File: src/rtl/local_pattern_history_table.sv
// Local branch predictor pattern history table: 2-bit saturating counters indexed by local history,
// with a registered lookup, single-edge training and a multi-cycle flush sweep. Optional macro: LOCAL_PHT_BYPASS_EN.
module local_pattern_history_table #(
    parameter int HIST_W = 4,
    parameter int CTR_W  = 2,
    parameter logic [CTR_W-1:0] CTR_INIT = 2'b01
) (
    input  logic              clk,
    input  logic              rst_n,
    input  logic              rd_en,
    input  logic [HIST_W-1:0] rd_his,
    output logic              pred_valid,
    output logic              pred_taken,
    output logic [CTR_W-1:0]  pred_ctr,
    input  logic              upd_en,
    input  logic [HIST_W-1:0] upd_his,
    input  logic              upd_taken,
    input  logic              flush_req,
    output logic              ready
);

    localparam int DEPTH = 1 << HIST_W;
    localparam logic [CTR_W-1:0] CTR_MAX = '1;

    typedef enum logic {ST_IDLE, ST_FLUSH} state_t;

    state_t             state_reg;
    logic [HIST_W-1:0]  flush_idx_reg;
    logic               ready_reg;
    logic               pred_valid_reg;
    logic [CTR_W-1:0]   pred_ctr_reg;

    logic [CTR_W-1:0]   ctr_vec [DEPTH];
    logic               rd_fire;
    logic               upd_fire;
    logic               flush_wr;
    logic [CTR_W-1:0]   upd_cur;
    logic [CTR_W-1:0]   upd_next;
    logic [CTR_W-1:0]   rd_value;

    // Lookups and training are only honoured outside the flush sweep.
    assign rd_fire  = rd_en & ready_reg;
    assign upd_fire = upd_en & ready_reg;
    assign flush_wr = (state_reg == ST_FLUSH);
    assign upd_cur  = ctr_vec[upd_his];

    always_comb begin
        upd_next = upd_cur;
        if (upd_taken) begin
            if (upd_cur != CTR_MAX) upd_next = upd_cur + 1'b1;
        end else begin
            if (upd_cur != '0) upd_next = upd_cur - 1'b1;
        end
    end

    always_comb begin
        rd_value = ctr_vec[rd_his];
`ifdef LOCAL_PHT_BYPASS_EN
        // Forward the training result so a same-edge lookup sees the new count.
        if (upd_fire && (upd_his == rd_his)) rd_value = upd_next;
`endif
    end

    // Counters live in flops so the whole table returns to CTR_INIT on reset.
    generate
        for (genvar gi = 0; gi < DEPTH; gi++) begin : g_entry
            logic [CTR_W-1:0] ctr_reg;
            always_ff @(posedge clk or negedge rst_n) begin
                if (!rst_n) begin
                    ctr_reg <= CTR_INIT;
                end else if (flush_wr && (flush_idx_reg == HIST_W'(gi))) begin
                    ctr_reg <= CTR_INIT;
                end else if (upd_fire && (upd_his == HIST_W'(gi))) begin
                    ctr_reg <= upd_next;
                end
            end
            assign ctr_vec[gi] = ctr_reg;
        end
    endgenerate

    always_ff @(posedge clk or negedge rst_n) begin
        if (!rst_n) begin
            state_reg     <= ST_IDLE;
            flush_idx_reg <= '0;
            ready_reg     <= 1'b1;
        end else begin
            case (state_reg)
                ST_IDLE: begin
                    if (flush_req) begin
                        state_reg     <= ST_FLUSH;
                        flush_idx_reg <= '0;
                        ready_reg     <= 1'b0;
                    end
                end
                ST_FLUSH: begin
                    flush_idx_reg <= flush_idx_reg + 1'b1;
                    if (&flush_idx_reg) begin
                        state_reg <= ST_IDLE;
                        ready_reg <= 1'b1;
                    end
                end
            endcase
        end
    end

    always_ff @(posedge clk or negedge rst_n) begin
        if (!rst_n) begin
            pred_valid_reg <= 1'b0;
            pred_ctr_reg   <= '0;
        end else begin
            pred_valid_reg <= rd_fire;
            if (rd_fire) pred_ctr_reg <= rd_value;
        end
    end

    assign pred_valid = pred_valid_reg;
    assign pred_ctr   = pred_ctr_reg;
    assign pred_taken = pred_ctr_reg[CTR_W-1];
    assign ready      = ready_reg;

endmodule

File: config.mk
export PLATFORM = sky130hd
export DESIGN_NAME = local_pattern_history_table
export DESIGN_NICKNAME = d
export VERILOG_FILES = /design/src/rtl/local_pattern_history_table.sv
export SDC_FILE = /design/constraint.sdc
export NUM_CORES = 1
export LEC_CHECK = 0
export CELL_PAD_IN_SITES_DETAIL_PLACEMENT = 0
export CELL_PAD_IN_SITES_GLOBAL_PLACEMENT = 1
export CORE_MARGIN = 2
export CORE_UTILIZATION = 56
export CTS_BUF_LIST = sky130_fd_sc_hd__clkbuf_2 sky130_fd_sc_hd__clkbuf_4 sky130_fd_sc_hd__clkbuf_8
export DETAILED_ROUTE_END_ITERATION = 6
export DONT_BUFFER_PORTS = 1
export PLACE_DENSITY_LB_ADDON = 0.1
export SLEW_MARGIN = 5
export SYNTH_ARGS = -nofsm -noshare
export SYNTH_HDL_FRONTEND = slang
export SYNTH_SLANG_ARGS = --single-unit
File: constraint.sdc
create_clock -name clk -period 5.1 [get_ports clk]
set_input_delay 0 -clock clk [delete_from_list [all_inputs] [get_ports clk]]
set_output_delay 0 -clock clk [all_outputs]
set_load 0.01 [all_outputs]
==> out/metrics.cfg <==
[timing]
rsz0062_at_grt = false
skew_ns = 0.00303
finalSetupTns_ns = 0
post-route-period-util_pct = 45.2
setup_viol = 0
hold_violations = 0
fmax_mhz = 434
worstMarginPinSlew_ns = 0.651
hold_ws_ns = 0.0339
layout_min_cycle_time_ns = 2.31
drv_slew = 0
max_slew_margin_pct = 56.0

[setup_path]
crit_path_end_kind = register
start_kind = register
worstPathArrival_ns = 2.52
path_class = register to register
crit_fanout = 12
cp_data_required_time_ns = 5.31

[yosys]
synth.most_common_cell = nor2_1
syn_area_um2 = 2580
synth_commonest_cells = 35 x nor2_1, 28 x a21oi_1, 25 x nand2_1
synthTopCellsByArea = dfrtp_1 23%, dfstp_2 17%, mux4_2 7.8%
syn_inst = 259
synth-edff-count = 0
ys_warn_count = 0
synth_cell_types = 37
async_reset_ff_share_pct = 100
ys_seq_elements = 41
yosysSeqAreaShare_pct = 40.5
synth_top_area_share_pct = 23.2
ys.flop_type = dfrtp_1
synth_nets = 277
avgSynthCellArea_um2 = 9.98
synth_top_cell_by_area = dfrtp_1

[power]
ir_drop_mv = 0.333
leakagePower_nw = 1.12
power_density_nw_per_um2 = 532

[floorplanning]
die_y_um = 71.9
start_util_pct = 58.6
die-width_um = 71.9
die_area_um2 = 5180
fp.coreArea_um2 = 4410
row_count = 24
ioPinCount = 19

[global_routing]
grt_pass1_vias = 2028
grt_usage_pct = 27.6
grt_start_max_net_pins = 42
antenna_found_initial = 0
grt_pass1_wl_mm = 10.7
overflow = 0

[drt]
via_per_inst = 6.57
first_iter_violations = 173
drc = 0
vias = 2071
m1WireLength_mm = 3.09
wl_met3_um = 344
post_drt_wl_per_cell_um = 21.0
met2WireLength_mm = 3.11
drtAntennaViolNets = 0
highest_layer = met4
wl_mm = 6.63
first_pass_iters = 5

[clock_tree]
numCtsBuffers = 5
cts_buffer_depth = 2
h-tree-depth = 2
cts_tree = done
clock-sinks = 41
path_clk_slew_ns = 0.08
worstSkewPairLatency_ns = 0.29
root_buffer = clkbuf_8
postCtsResizedCells = 0
cts_setup_buffers = 0
hold_buffers = 11

[run_status]
run_status = complete, no violations

[final_layout]
utilization_pct = 63.4
largest_register_ffs = 32
num_antenna_cells = 0
drive_gt1_share_pct = 17.9
area_delta_synth_final_pct = 8.33
num-nets-final = 280

[place]
post-dp-hpwl_mm = 4.63
place_congestion = 0.829
place.port_buffers = 0

[run]
max_cap_viol_count = 0

[min_path]
hold_path.class = input pin to register

## power breakdown
group / switching, mW / internal, mW / leakage, nW / total, mW
Sequential: 0.159 / 0.516 / 0.485 / 0.675
Clock: 0.110 / 0.122 / 0.0542 / 0.232
Combinational: 0.308 / 0.274 / 0.581 / 0.582
## cell families (layout without fill, tap and decap cells)
kind of cell             count (synthesis)  after routing  share of synthesized area [%]
AO/OA/AOI/OAI                           67             67                           15.7
AND/OR/NAND/NOR                         96             96                           17.6
buffers and inverters                   21             25                           3.63
flip-flops                              41             41                           40.5
adder cells (fa/ha/maj)                  8              8                           3.68
multiplexers                            26             26                           18.9
## cells in the final DEF (no fill, tap or decap), types with 9 or more instances in the layout
cell,n
nor2_1,35
a21oi_1,28
nand2_1,25
dfrtp_1,24
dfstp_2,17
o22ai_1,12
o21ai_0,10
dlygate4sd3_1,10
nor3_1,9
mux4_2,9
## final cells by class
cell class                      count  area, um^2
Fill cell                         363        1610
Inverter                            6        22.5
Multi-Input combinational cell    197        1440
Sequential cell                    41        1050
Timing Repair Buffer               11         120
Tap cell                           52        65.1
Clock buffer                        7        96.3
Clock inverter                      1        5.00
## path summary, 6_finish.rpt
check	start	to	slack, ns	cells after the start
setup / recovery	ready	g_entry[3].ctr_reg[0]	2.79	5
hold / removal	upd_en	g_entry[0].ctr_reg[0]	0.03	3
setup reg to reg	ready	g_entry[3].ctr_reg[0]	2.79	5
hold reg to reg	g_entry[11].ctr_reg[0]	g_entry[11].ctr_reg[0]	0.52	2
max in group asynchronous	rst_n	ready	4.67	2
min in group asynchronous	rst_n	pred_ctr[1]	0.17	2
## critical path, cell delays in order (launching register included)
cell	delay, ns
dfstp_2	0.71
nor4bb_1	0.58
nand3_1	0.13
dlygate4sd3_1	0.59
a21oi_1	0.13
o21ai_0	0.09
## metal layers
metal / vias up / track usage [%]
met5: - / 0
met4: 0 / 6.50
met3: 9 / 4.86
met2: 78 / 43.4
met1: 1013 / 40.5
li1: 971 / -
## per-stage QoR
step | setup slack (ns) | instance area [um^2] | std cells | power, mW
detailed placement | 3.18 | 2580 | 296 | 1.24
CTS | 2.81 | 2800 | 315 | 1.49
global placement | 3.26 | 2580 | 296 | 1.22
floorplan | 3.39 | 2580 | 259 | 1.10
global route | 2.67 | 2800 | 315 | 1.59
finish | 2.79 | 2800 | 315 | 1.49
No activity file was read; power rests on OpenSTA's default activity.
